`src/rtl/ddr_init_monitor_pkg.sv`:
```
// Shared definitions for the DDR1 init monitor: command encodings, error codes,
// mode register field positions and the init FSM state type.
package ddr_init_monitor_pkg;

  // Command encodings as {cs_n, ras_n, cas_n, we_n}; cs_n=1 is DESELECT.
  localparam logic [3:0] COM_LMR = 4'b0000;
  localparam logic [3:0] COM_REF = 4'b0001;
  localparam logic [3:0] COM_PRE = 4'b0010;
  localparam logic [3:0] COM_ACT = 4'b0011;
  localparam logic [3:0] COM_WR  = 4'b0100;
  localparam logic [3:0] COM_RD  = 4'b0101;
  localparam logic [3:0] COM_BST = 4'b0110;
  localparam logic [3:0] COM_NOP = 4'b0111;

  localparam logic [2:0] ERR_NONE     = 3'd0;
  localparam logic [2:0] ERR_SEQ      = 3'd1;
  localparam logic [2:0] ERR_TIMING   = 3'd2;
  localparam logic [2:0] ERR_ILLEGAL  = 3'd3;
  localparam logic [2:0] ERR_DLL_DIS  = 3'd4;
  localparam logic [2:0] ERR_PRE_BANK = 3'd5;

  localparam int MR_BL_LSB       = 0;
  localparam int MR_BL_MSB       = 2;
  localparam int MR_BT_BIT       = 3;
  localparam int MR_CL_LSB       = 4;
  localparam int MR_CL_MSB       = 6;
  localparam int MR_DLL_RST_BIT  = 8;
  localparam int EMR_DLL_DIS_BIT = 0;
  localparam int PRE_ALL_BIT     = 10;

  typedef enum logic [3:0] {
    ST_PWRUP,
    ST_WAIT_EMR,
    ST_WAIT_MR_DLL,
    ST_WAIT_PRE1,
    ST_WAIT_REF0,
    ST_WAIT_REF1,
    ST_WAIT_MR_CLR,
    ST_WAIT_DLL,
    ST_READY,
    ST_ERROR
  } init_state_e;

  typedef struct packed {
    logic desel;
    logic nop;
    logic pre;
    logic refresh;
    logic lmr;
    logic illegal;
  } cmd_t;

  function automatic logic cmd_is_idle(input cmd_t c);
    return c.desel | c.nop;
  endfunction

endpackage

```
`src/rtl/ddr_init_monitor_cmd_decode.sv`:
```
// Combinational DDR1 command decoder: one-hot command class plus the
// all-bank qualifier for PRECHARGE.
module ddr_cmd_decode
  import ddr_init_monitor_pkg::*;
(
  input  logic ddr_cs_n,
  input  logic ddr_ras_n,
  input  logic ddr_cas_n,
  input  logic ddr_we_n,
  input  logic ddr_a10,
  output cmd_t cmd,
  output logic pre_all
);

  always_comb begin
    cmd = '0;
    if (ddr_cs_n) begin
      cmd.desel = 1'b1;
    end else begin
      case ({ddr_cs_n, ddr_ras_n, ddr_cas_n, ddr_we_n})
        COM_NOP: cmd.nop     = 1'b1;
        COM_PRE: cmd.pre     = 1'b1;
        COM_REF: cmd.refresh = 1'b1;
        COM_LMR: cmd.lmr     = 1'b1;
        default: cmd.illegal = 1'b1;
      endcase
    end
    pre_all = cmd.pre & ddr_a10;
  end

endmodule

```
`src/rtl/ddr_init_monitor.sv`:
```
// DDR1 power-up init responder/checker: tracks the JEDEC init order and command
// spacing, captures MR/EMR, and flags the first protocol violation.
module ddr_init_monitor
  import ddr_init_monitor_pkg::*;
#(
  parameter int BA_BITS     = 2,
  parameter int ROW_BITS    = 13,
  parameter int T_PWRUP_CYC = 200,
  parameter int T_RP_CYC    = 3,
  parameter int T_MRD_CYC   = 2,
  parameter int T_RFC_CYC   = 10,
  parameter int T_DLL_CYC   = 200
) (
  input  logic                core_clk,
  input  logic                core_rstn_sync,
  input  logic                ddr_cs_n,
  input  logic                ddr_ras_n,
  input  logic                ddr_cas_n,
  input  logic                ddr_we_n,
  input  logic [BA_BITS-1:0]  ddr_ba,
  input  logic [ROW_BITS-1:0] ddr_a,
  output logic                dev_ready,
  output logic [ROW_BITS-1:0] mr_value,
  output logic [ROW_BITS-1:0] emr_value,
  output logic                err_flag,
  output logic [2:0]          err_code
);

  localparam logic [7:0] T_PWRUP_L = 8'(T_PWRUP_CYC);
  localparam logic [7:0] T_RP_L    = 8'(T_RP_CYC);
  localparam logic [7:0] T_MRD_L   = 8'(T_MRD_CYC);
  localparam logic [7:0] T_RFC_L   = 8'(T_RFC_CYC);
  localparam logic [7:0] T_DLL_L   = 8'(T_DLL_CYC);

  cmd_t        cmd;
  logic        pre_all;
  logic        idle;
  logic        is_mr;
  logic        is_emr;
  logic        in_init;
  logic        expected;
  logic        timing_bad;
  logic        dll_clr;
  logic        lmr_write;
  logic [2:0]  err_d;
  init_state_e state_q;
  init_state_e state_d;
  init_state_e adv_state;

  logic [7:0]          gap_q;
  logic [7:0]          pwrup_q;
  logic [7:0]          dll_q;
  logic [7:0]          t_prev_q;
  logic                dev_ready_q;
  logic [ROW_BITS-1:0] mr_q;
  logic [ROW_BITS-1:0] emr_q;
  logic                err_flag_q;
  logic [2:0]          err_code_q;

  ddr_cmd_decode u_cmd_decode (
    .ddr_cs_n  (ddr_cs_n),
    .ddr_ras_n (ddr_ras_n),
    .ddr_cas_n (ddr_cas_n),
    .ddr_we_n  (ddr_we_n),
    .ddr_a10   (ddr_a[PRE_ALL_BIT]),
    .cmd       (cmd),
    .pre_all   (pre_all)
  );

  assign idle    = cmd_is_idle(cmd);
  assign is_mr   = (ddr_ba == BA_BITS'(0));
  assign is_emr  = (ddr_ba == BA_BITS'(1));
  assign in_init = (state_q != ST_READY) && (state_q != ST_ERROR);

  always_comb begin
    expected   = 1'b0;
    adv_state  = state_q;
    err_d      = ERR_NONE;
    state_d    = state_q;
    // gap_q holds (cycles since last command - 1) when the next command is sampled
    timing_bad = (state_q == ST_PWRUP) ? (pwrup_q < T_PWRUP_L)
                                       : (({1'b0, gap_q} + 9'd1) < {1'b0, t_prev_q});

    case (state_q)
      ST_PWRUP:       begin expected = pre_all;                                  adv_state = ST_WAIT_EMR;    end
      ST_WAIT_EMR:    begin expected = cmd.lmr & is_emr;                         adv_state = ST_WAIT_MR_DLL; end
      ST_WAIT_MR_DLL: begin expected = cmd.lmr & is_mr & ddr_a[MR_DLL_RST_BIT];  adv_state = ST_WAIT_PRE1;   end
      ST_WAIT_PRE1:   begin expected = pre_all;                                  adv_state = ST_WAIT_REF0;   end
      ST_WAIT_REF0:   begin expected = cmd.refresh;                              adv_state = ST_WAIT_REF1;   end
      ST_WAIT_REF1:   begin expected = cmd.refresh;                              adv_state = ST_WAIT_MR_CLR; end
      ST_WAIT_MR_CLR: begin expected = cmd.lmr & is_mr & ~ddr_a[MR_DLL_RST_BIT]; adv_state = ST_WAIT_DLL;    end
      default:        begin expected = 1'b0;                                     adv_state = state_q;        end
    endcase

    if (in_init && !idle) begin
      if (cmd.illegal)                                     err_d = ERR_ILLEGAL;
      else if (timing_bad)                                 err_d = ERR_TIMING;
      else if (cmd.pre && !pre_all)                        err_d = ERR_PRE_BANK;
      else if (cmd.lmr && is_emr && ddr_a[EMR_DLL_DIS_BIT]) err_d = ERR_DLL_DIS;
      else if (!expected)                                  err_d = ERR_SEQ;
    end

    if (err_d != ERR_NONE)                             state_d = ST_ERROR;
    else if (in_init && !idle)                         state_d = adv_state;
    else if (state_q == ST_WAIT_DLL && dll_q >= T_DLL_L) state_d = ST_READY;

    dll_clr   = (state_q == ST_WAIT_MR_DLL) && !idle && (err_d == ERR_NONE);
    lmr_write = cmd.lmr && ((in_init && err_d == ERR_NONE) || state_q == ST_READY);
  end

  always_ff @(posedge core_clk or negedge core_rstn_sync) begin
    if (!core_rstn_sync) begin
      state_q <= ST_PWRUP;
    end else begin
      state_q <= state_d;
    end
  end

  always_ff @(posedge core_clk or negedge core_rstn_sync) begin
    if (!core_rstn_sync) begin
      gap_q       <= '0;
      pwrup_q     <= '0;
      dll_q       <= '0;
      t_prev_q    <= '0;
      dev_ready_q <= 1'b0;
      mr_q        <= '0;
      emr_q       <= '0;
      err_flag_q  <= 1'b0;
      err_code_q  <= ERR_NONE;
    end else begin
      if (!idle)                gap_q <= '0;
      else if (gap_q != 8'hff)  gap_q <= gap_q + 8'd1;

      if (idle && pwrup_q != 8'hff) pwrup_q <= pwrup_q + 8'd1;

      if (dll_clr)              dll_q <= '0;
      else if (dll_q != 8'hff)  dll_q <= dll_q + 8'd1;

      if (!idle) begin
        if (cmd.pre)          t_prev_q <= T_RP_L;
        else if (cmd.lmr)     t_prev_q <= T_MRD_L;
        else if (cmd.refresh) t_prev_q <= T_RFC_L;
        else                  t_prev_q <= '0;
      end

      if (state_q == ST_READY) dev_ready_q <= 1'b1;

      if (!err_flag_q && err_d != ERR_NONE) begin
        err_flag_q <= 1'b1;
        err_code_q <= err_d;
      end

      if (lmr_write && is_mr)  mr_q  <= ddr_a;
      if (lmr_write && is_emr) emr_q <= ddr_a;
    end
  end

  assign dev_ready = dev_ready_q;
  assign mr_value  = mr_q;
  assign emr_value = emr_q;
  assign err_flag  = err_flag_q;
  assign err_code  = err_code_q;

endmodule
```
`config.mk`:
```
export PLATFORM = sky130hd
export DESIGN_NAME = ddr_init_monitor
export DESIGN_NICKNAME = d
export VERILOG_FILES = /design/src/rtl/ddr_init_monitor_pkg.sv /design/src/rtl/ddr_init_monitor_cmd_decode.sv /design/src/rtl/ddr_init_monitor.sv
export SDC_FILE = /design/constraint.sdc
export NUM_CORES = 1
export LEC_CHECK = 0
export ABC_CLOCK_PERIOD_IN_PS = 2800
export CAP_MARGIN = 20
export CELL_PAD_IN_SITES_DETAIL_PLACEMENT = 1
export CELL_PAD_IN_SITES_GLOBAL_PLACEMENT = 2
export CORE_MARGIN = 3
export CORE_UTILIZATION = 30
export CTS_CLUSTER_DIAMETER = 200
export DETAILED_ROUTE_END_ITERATION = 16
export GPL_ROUTABILITY_DRIVEN = 0
export PLACE_DENSITY_LB_ADDON = 0.25
export SLEW_MARGIN = 15
export SYNTH_ARGS = -nofsm -noshare
export SYNTH_HDL_FRONTEND = slang
export SYNTH_SLANG_ARGS = --single-unit
```
`constraint.sdc`:
```
create_clock -name core_clk -period 2.8 [get_ports core_clk]
set_input_delay 0.56 -clock core_clk [delete_from_list [all_inputs] [get_ports core_clk]]
set_output_delay 0.56 -clock core_clk [all_outputs]
set_load 0.005 [all_outputs]
```
# After elaboration in Yosys (flattened, before gate mapping)
# Cells that the tools add are included.
# op_classes
order_cmp,3
add_sub_neg,4
n_mux,26
n_reduce_logical,29
eq_ne,19
n_bitwise,7
# op_table
cell,n
2-to-1 mux 8 bit,4
case mux 4 bit (7 select lines),1
"adder 8 x 1 -> 8 bit, second input constant",3
2-to-1 mux 4 bit,6
"!= test 8 bit, second input constant",3
"equality test 4 x 3 -> 1 bit, second input constant",5
2-to-1 mux 3 bit,5
logical AND 1 bit,14
"equality test 4 x 2 -> 1 bit, second input constant",3
"adder 8 x 1 -> 9 bit, second input constant",1
less-than comparator 9 x 8 -> 1 bit,1
"!= test 9 x 2 -> 1 bit, second input constant",1
"equality test 4 x 1 -> 1 bit, second input constant",2
">= comparator 8 bit, second input constant",1
logical NOT 4 bit,2
"less-than comparator 8 bit, second input constant",1
2-to-1 mux 1 bit,8
"!= test 4 bit, second input constant",2
nonzero test 3 bit,2
bitwise AND 1 bit,5
2-to-1 mux 5 bit,1
case mux 1 bit (5 select lines),1
"equality test 4 bit, second input constant",1
OR reduction 2 bit,2
11 further kinds,13
# word_totals
reg_bits,67
input_bits,21
out_inout_bits,31
word_cells,98

# Longest topological paths before layout
# Gate-level depths: netlist of run 1.
# depth
depth_word,18
ltp_mapped,11
mapped_depth_nobuf,9

# Hierarchy
# From an unflattened synthesis of run 1, not the netlist that was laid out.
# unflattened
hier_cells,308
area_unflattened_um2,3245.6
# by_module_without_submodules
module,cells_per_inst,seq_area_each_um2,area_each_um2,instances
ddr_init_monitor,297,1551.5,3170.5,1
ddr_cmd_decode,11,0.0,75.1,1

# Worst setup path before layout of run 1
# OpenSTA, ideal clock, no wires.
# synth_timing
path_kind,reg2reg
from,reg gap_q[0]
to,"reg emr_q[0], in the netlist emr_value[0]"
stages_incl_launch_ff,11
setup_slack_ns,0.331
period_less_slack_ns,2.469
t_arrival_ns,2.400
setup_ns,0.069
path_cell_list,dfrtp_1 -> ha_1 -> ha_1 -> a21boi_0 -> or3b_1 -> o2bb2ai_1 -> o211ai_2 -> buf_2 -> buf_2 -> o211ai_1 -> nand3_1
# synth_via
elab_chain_cells,11
# synth_rtl
element,line,source
"start, declared",ddr_init_monitor.sv:50,logic [7:0] gap_q;
"start signal, assigned",ddr_init_monitor.sv:132,else if (gap_q != 8'hff) gap_q <= gap_q + 8'd1;
adder 8 x 1 -> 9 bit,ddr_init_monitor.sv:82,": (({1'b0, gap_q} + 9'd1) < {1'b0, t_prev_q});"
less-than comparator 9 x 8 -> 1 bit,ddr_init_monitor.sv:82,
2-to-1 mux 1 bit,ddr_init_monitor.sv:81,timing_bad = (state_q == ST_PWRUP) ? (pwrup_q < T_PWRUP_L)
2-to-1 mux 3 bit,ddr_init_monitor.sv:97,else if (timing_bad) err_d = ERR_TIMING;
2-to-1 mux 3 bit,ddr_init_monitor.sv:96,if (cmd.illegal) err_d = ERR_ILLEGAL;
2-to-1 mux 3 bit,ddr_init_monitor.sv:95,if (in_init && !idle) begin
logical NOT 3 bit,ddr_init_monitor.sv:108,lmr_write = cmd.lmr && ((in_init && err_d == ERR_NONE) || state_q == ST_READY);
logical AND 1 bit,ddr_init_monitor.sv:108,
logical OR 1 bit,ddr_init_monitor.sv:108,
logical AND 1 bit,ddr_init_monitor.sv:108,
logical AND 1 bit,ddr_init_monitor.sv:154,if (lmr_write && is_emr) emr_q <= ddr_a;
"end signal, assigned",ddr_init_monitor.sv:154,
"end, declared",ddr_init_monitor.sv:56,logic [ROW_BITS-1:0] emr_q;
# No other way between the ends.
# A chain may end at the register's enable or synchronous reset.

# Worst setup path in the final report of run 1
# layout_timing
from,reg gap_q[0]
to,"reg mr_q[8], in the netlist mr_value[8]"
# layout_via
elab_chain_cells,11
# layout_rtl
element,line,source
adder 8 x 1 -> 9 bit,ddr_init_monitor.sv:82,
less-than comparator 9 x 8 -> 1 bit,ddr_init_monitor.sv:82,
2-to-1 mux 1 bit,ddr_init_monitor.sv:81,
2-to-1 mux 3 bit,ddr_init_monitor.sv:97,
2-to-1 mux 3 bit,ddr_init_monitor.sv:96,
2-to-1 mux 3 bit,ddr_init_monitor.sv:95,
logical NOT 3 bit,ddr_init_monitor.sv:108,
logical AND 1 bit,ddr_init_monitor.sv:108,
logical OR 1 bit,ddr_init_monitor.sv:108,
logical AND 1 bit,ddr_init_monitor.sv:108,
logical AND 1 bit,ddr_init_monitor.sv:153,if (lmr_write && is_mr) mr_q <= ddr_a;
"end signal, assigned",ddr_init_monitor.sv:153,
"end, declared",ddr_init_monitor.sv:55,logic [ROW_BITS-1:0] mr_q;
# No other way between the ends.

==> impl_metrics.json, run 1 <==
{
  "grt_pass1_wl_um": 19200,
  "setup_violations": 0,
  "r2r_slack_ps": 180,
  "cp_max_fo": 9,
  "htree_levels": 3,
  "ant_nets": 0,
  "cap_violations": 0,
  "rsz0062_at_grt": "no",
  "synth_edf_count": 0,
  "ir_worst_vdd_mv": 0.359,
  "period_needed_ps": 2620,
  "routed_wl_um": 11500,
  "end_kind": "register",
  "start_util": 0.315,
  "p_leak_nw": 1.95,
  "hp-class": "input pin to asynchronous set/reset pin",
  "post_cts_resized": 0,
  "cts.root.buffer_cell": "clkbuf_16",
  "grt_max_degree": 37,
  "ys_seq_area_frac": 0.440,
  "synth.top_cell.area_share": 0.440,
  "die_h_um": 114,
  "n_antenna_cell": 0,
  "num_io_pins": 52,
  "syn2layout_area_growth_pct": 35.1,
  "synth_mux_area_frac": 0.00284,
  "design_area_um2": 4760,
  "yosys.area.top_type": "dfrtp_1",
  "rr_startpoint": "gap_q[0]$_DFFE_PN0P_",
  "grt_pass1_vias": 3736,
  "first_iter_violations": 144,
  "synthXorXnorAreaFrac": 0.0373,
  "power.density_nw_per_um2": 708,
  "fin_crit_sh": 0.937,
  "r2r-end": "mr_value[8]$_DFFE_PN0P_",
  "vias": 3414,
  "synth_compound_gate_area_share": 0.178,
  "holdBufCountCts": 0,
  "io_buffers": 51,
  "die_w_um": 114,
  "utilization": 0.426,
  "ys_types": 51,
  "synth_fp_nets": 416,
  "max_freq_ghz": 0.381,
  "drive_above_1_share": 0.134,
  "ys_warn_count": 0,
  "nets": 491,
  "avgRoutedWirePerCell_um": 18.9,
  "cp-endpoint": "mr_value[8]$_DFFE_PN0P_",
  "synth_area_um2": 3520,
  "groute.usage.overall": 0.187,
  "insertion_delay_ps": 330,
  "worstMarginPinSlew_ps": 657,
  "clock_skew_ps": 6.31,
  "worstPathRequired_ps": 3010,
  "core_region_area_um2": 11200,
  "post-place-ws_ps": -18.2,
  "clk_pin_slew_ps": 50,
  "placed_cells": 593,
  "fin_ws_ps": 175,
  "fin_cells": 609,
  "synth-main-ff-cell": "dfrtp_1",
  "num_rows": 38,
  "synthTopCellsByArea": "dfrtp_1 (44%), nand4_1 (5.7%), o211ai_1 (5.5%)",
  "slew_viol_final": 0,
  "netlist_instances": 389,
  "clock_path_buffers": 2,
  "cp.arrival_ps": 2830,
  "cts_tree": "done",
  "async_flop_share": 1.00,
  "cp-startpoint": "gap_q[0]$_DFFE_PN0P_",
  "grt_antenna_before_repair": 0,
  "cts_sinks": 62,
  "hold_viol": 0,
  "dpl.hpwl_um": 8070,
  "ys_ff_latch": 62,
  "placed_area_um2": 4460,
  "synthSimpleGateAreaFrac": 0.277,
  "post-cts-setup-buffers": 0,
  "grt-ovfl-total": 0,
  "worst-r2r-cell-count": 10,
  "status": "finished, final reports clean",
  "start_kind": "register",
  "drc_errors": 0,
  "syn_area_per_cell_um2": 9.06,
  "crit_type": "register to register",
  "synth_top_family_by_area": "simple AND/OR/NAND/NOR gates",
  "cts_buffers": 9,
  "die_area_um2": 13100,
  "viasPerCell": 5.61,
  "synth_fa_ha_area_frac": 0.0213,
  "slew_headroom": 0.562,
  "firstDrtPassIters": 4
}
[stage by stage]
| step | setup TNS [ps] | power, W | hold slack (ps) |
|---|---|---|---|
| global placement | 0 | 0.00224 | 459 |
| CTS | 0 | 0.00344 | 279 |
| detailed placement | -93.1 | 0.00227 | 472 |
| finish | 0 | 0.00337 | 258 |
| floorplan | 0 | 0.00181 | 264 |
| global route | 0 | 0.00362 | 307 |
[state kept, by name, summed over array words and instances (netlist names)]
name	count
t_prev_q	3
emr_value	13
dev_ready	1
err_code	3
err_flag	1
gap_q	8
mr_value	13
state_q	4
dll_q	8
pwrup_q	8
[cell usage after synthesis, types with 2 or more instances]
cell type / instances
xor2_1: 6
a22o_1: 3
and3_1: 24
a211oi_1: 2
dfrtp_1: 62
nor4b_1: 3
o21bai_1: 2
buf_6: 2
ha_1: 6
nand3_1: 36
nor2_1: 23
inv_1: 8
o2bb2ai_1: 2
o211ai_1: 26
nand2_1: 20
a31oi_1: 3
nor4_1: 5
nor3b_1: 3
o21ai_0: 11
a21o_1: 3
a21oi_1: 32
nand2b_1: 2
buf_4: 2
nor3_1: 14
nand3b_1: 2
nand4_1: 32
or3_1: 2
clkbuf_1: 18
buf_2: 3
and2_1: 3
xnor2_1: 9
[worst max-delay path: stages, from the launching register on]
cell and delay (ps):
dfrtp_1 430, ha_1 340, ha_1 270, a21boi_0 110
or3b_1 360, o2bb2ai_1 190, o211ai_2 260, buf_4 190
nor3_4 50, buf_12 140, nand3b_1 140
[final cells by class]
class	count	area, um2
flip-flops and latches	62	1550
multi-input cells	293	1820
inverters	8	30.0
clock inverters	4	45.0
fillers	1275	6410
clock buffers	12	256
repair buffers	90	886
well taps	140	175
[kinds of logic (layout without fill, tap and decap cells)]
| kind of cell | count (synthesis) | count (layout) |
|---|---|---|
| compound gates | 94 | 94 |
| mux | 1 | 1 |
| simple gates | 177 | 177 |
| fa+ha+maj | 6 | 6 |
| xor+xnor | 15 | 15 |
| buf+inv | 34 | 114 |
| flops | 62 | 62 |
[cells in the final DEF (no fill, tap or decap), types with 5 or more instances in the layout]
master,n
dfrtp_1,62
clkdlybuf4s50_1,50
nand3_1,36
a21oi_1,32
nand4_1,32
buf_4,32
o211ai_1,26
and3_1,24
nor2_1,23
nand2_1,20
nor3_1,14
o21ai_0,11
xnor2_1,9
clkbuf_16,9
inv_1,8
buf_12,7
xor2_1,6
ha_1,6
nor4_1,5
[where the power goes]
part / internal, W / switching, W / total (W)
sequential: 0.00106 / 0.000166 / 0.00122
combinational: 0.000484 / 0.000528 / 0.00101
clock: 0.000733 / 0.000402 / 0.00113
[worst min path at each step]
| stage | start | to | slack, ps | depth (start not counted) |
|---|---|---|---|---|
| floorplan | core_rstn_sync | dev_ready$_DFFE_PN0N_ | 260 | 0 |
| global placement | pwrup_q[7]$_DFFE_PN0P_ | pwrup_q[7]$_DFFE_PN0P_ | 460 | 1 |
| detailed placement | pwrup_q[7]$_DFFE_PN0P_ | pwrup_q[7]$_DFFE_PN0P_ | 470 | 1 |
| CTS | core_rstn_sync | gap_q[2]$_DFFE_PN0P_ | 280 | 1 |
| global route | core_rstn_sync | gap_q[0]$_DFFE_PN0P_ | 310 | 1 |
| finish | core_rstn_sync | gap_q[2]$_DFFE_PN0P_ | 260 | 1 |
[metal layers]
| metal | GRT usage | share of wire |
|---|---|---|
| met4 | 0.0808 | 0.016 |
| met1 | 0.255 | 0.47 |
| met2 | 0.297 | 0.48 |
| met3 | 0.0254 | 0.031 |
| met5 | 0 | 0 |
No activity file was read; power rests on OpenSTA's default activity.
==> run 2: changes to the inputs <==
- CORE_ASPECT_RATIO: unset -> 0.9
- DONT_BUFFER_PORTS: unset -> 1
==> run 2 against run 1 <==
Net effect:
- combinational power is 22% lower
- critical path depth is 1 lower
- sequential power about the same
- clock-buffer cell count stayed put
- clock skew grew 0.55 ps
- worst hold slack lost 150 ps
- register-to-register slack better by 70 ps
- first-iteration DRC count increased by 27%
- sequential share of layout area grew 6.1 points
- maximum frequency up 2.5%
- critical path type unchanged
- largest power group unchanged
==> impl_metrics.json, run 2 (synthesis results as in run 1) <==
{
  "status": "finished, final reports clean",
  "holdBufCountCts": 1,
  "hold_slack_ps": 106,
  "vias": 3102,
  "die_h_um": 109,
  "num_io_pins": 52,
  "num_rows": 36,
  "post-place-ws_ps": 245,
  "grt_antenna_before_repair": 0,
  "routed_wl_um": 10900,
  "crit_type": "register to register",
  "cp-startpoint": "gap_q[0]$_DFFE_PN0P_",
  "max_freq_ghz": 0.391,
  "cp_max_fo": 17,
  "worst_path_max_delay_cell": "dfrtp_1",
  "p_seq_frac": 0.414,
  "worstMarginPinSlew_ps": 721,
  "worstPathRequired_ps": 3000,
  "first_iter_violations": 183,
  "cts_buffers": 9,
  "fin_crit_sh": 0.914,
  "clock_skew_ps": 6.86,
  "insertion_delay_ps": 330,
  "slew_headroom": 0.517,
  "hp-class": "input pin to asynchronous set/reset pin",
  "start_util": 0.317,
  "rsz0062_at_grt": "no",
  "nFillCells": 1279,
  "die_area_um2": 13100,
  "n_antenna_cell": 0,
  "cts_tree": "done",
  "final_cell_mix": "dfrtp_1 (62), nand3_1 (36), a21oi_1 (32), nand4_1 (32), o211ai_1 (26)",
  "combPwrFrac": 0.259,
  "r2r_slack_ps": 240,
  "setup_tns_ps": 0,
  "p_leak_nw": 1.58,
  "slew_viol_final": 0,
  "final_common_cell": "dfrtp_1",
  "power.density_nw_per_um2": 756,
  "groute.usage.overall": 0.176,
  "period_needed_ps": 2560,
  "crit_chain": "ha_1 > ha_1 > a21boi_0 > or3b_1 > o2bb2ai_1 > o211ai_2 > buf_12 > nor3_4 > nand3b_1",
  "ant_nets": 0,
  "grt_max_degree": 63,
  "cp_top_family": "simple AND/OR/NAND/NOR gates",
  "ir_worst_vdd_mv": 0.386,
  "clock_path_buffers": 2,
  "post_cts_resized": 0,
  "pwr-share-clk": 0.327,
  "syn2layout_area_growth_pct": 13.7,
  "viasPerCell": 5.68,
  "netSwitchingFraction": 0.339,
  "end_kind": "register",
  "cp.arrival_ps": 2760,
  "die_w_um": 120,
  "p_int_w": 0.00200,
  "rr_startpoint": "gap_q[0]$_DFFE_PN0P_",
  "grt_pass1_vias": 3351,
  "drc_errors": 0,
  "htree_levels": 3,
  "grt_pass1_wl_um": 18200,
  "max_stage_delay_ps": 420,
  "placed_cells": 531,
  "cts_sinks": 62,
  "post-cts-setup-buffers": 0,
  "core_region_area_um2": 11100,
  "cts.root.buffer_cell": "clkbuf_16",
  "fin_cells": 546,
  "firstDrtPassIters": 4,
  "io_buffers": 0,
  "cap_violations": 0,
  "crit_buf_inv": 1,
  "avgRoutedWirePerCell_um": 20.0,
  "grt-ovfl-total": 0,
  "clk_pin_slew_ps": 60,
  "drive_above_1_share": 0.0939,
  "dpl.hpwl_um": 7450,
  "fin_ws_ps": 240,
  "setup_violations": 0,
  "hold_viol": 0,
  "cp_common_cell": "ha_1",
  "start_kind": "register",
  "power_switching_w": 0.00103,
  "nets": 418
}
==> run 2: cell types whose count changed in the layout (fill, tap and decap cells not counted), sizes merged <==
| cell | change |
|---|---|
| clkinv | -1 |
| bufinv | -1 |
| buf | -23 |
| clkdlybuf4s50 | -50 |
==> run 2: worst paths after layout <==
| check | depth (start not counted) | to |
|---|---|---|
| min in group core_clk | 2 | emr_value[0]$_DFFE_PN0P_ |
| hold reg to reg | 1 | pwrup_q[7]$_DFFE_PN0P_ |
| setup / recovery | 9 | mr_value[8]$_DFFE_PN0P_ |
| max in group asynchronous | 1 | dll_q[7]$_DFFE_PN0P_ |
| hold / removal | 1 | gap_q[7]$_DFFE_PN0P_ |
| setup reg to reg | 9 | mr_value[8]$_DFFE_PN0P_ |
==> run 2: cell type report <==
type,instances,area [um2],share of cell area
sequential,62,1550,0.387
tap,152,190,0.0475
inverter,8,30.0,0.00749
timing repair buffer,17,160,0.0400
multi-input combinational,293,1820,0.454
clock buffer,12,246,0.0615
clock inverter,2,10.0,0.00250
==> run 2: through the flow <==
| stage | total power (W) | utilization | instance area, um2 |
|---|---|---|---|
| 2_1_floorplan | 0.00181 | - | 3520 |
| 3_5_place_dp | 0.00204 | 0.335 | 3720 |
| 5_1_grt | 0.00326 | 0.360 | 4010 |
| 4_1_cts | 0.00309 | 0.360 | 4010 |
| 6_report | 0.00303 | 0.360 | 4010 |
| 3_3_place_gp | 0.00202 | 0.335 | 3720 |
==> run 2: power groups by stage <==
| stage | combinational [W] | sequential (W) | clock (W) |
|---|---|---|---|
| 2_1_floorplan | 0.000614 | 0.00120 | 0 |
| 3_3_place_gp | 0.000752 | 0.00127 | 0 |
| 3_5_place_dp | 0.000765 | 0.00127 | 0 |
| 4_1_cts | 0.000800 | 0.00126 | 0.00103 |
| 5_1_grt | 0.000908 | 0.00129 | 0.00106 |
| 6_report | 0.000783 | 0.00125 | 0.000991 |
==> run 2: layer usage <==
metal | vias up | share of wire | wire length (um) | global-route usage
met4 | 0 | 0.0070 | 76 | 0.0364
met2 | 48 | 0.46 | 4990 | 0.273
li1 | 1475 | - | - | -
met1 | 1569 | 0.48 | 5260 | 0.244
met5 | - | 0 | 0 | 0
met3 | 10 | 0.054 | 593 | 0.0571
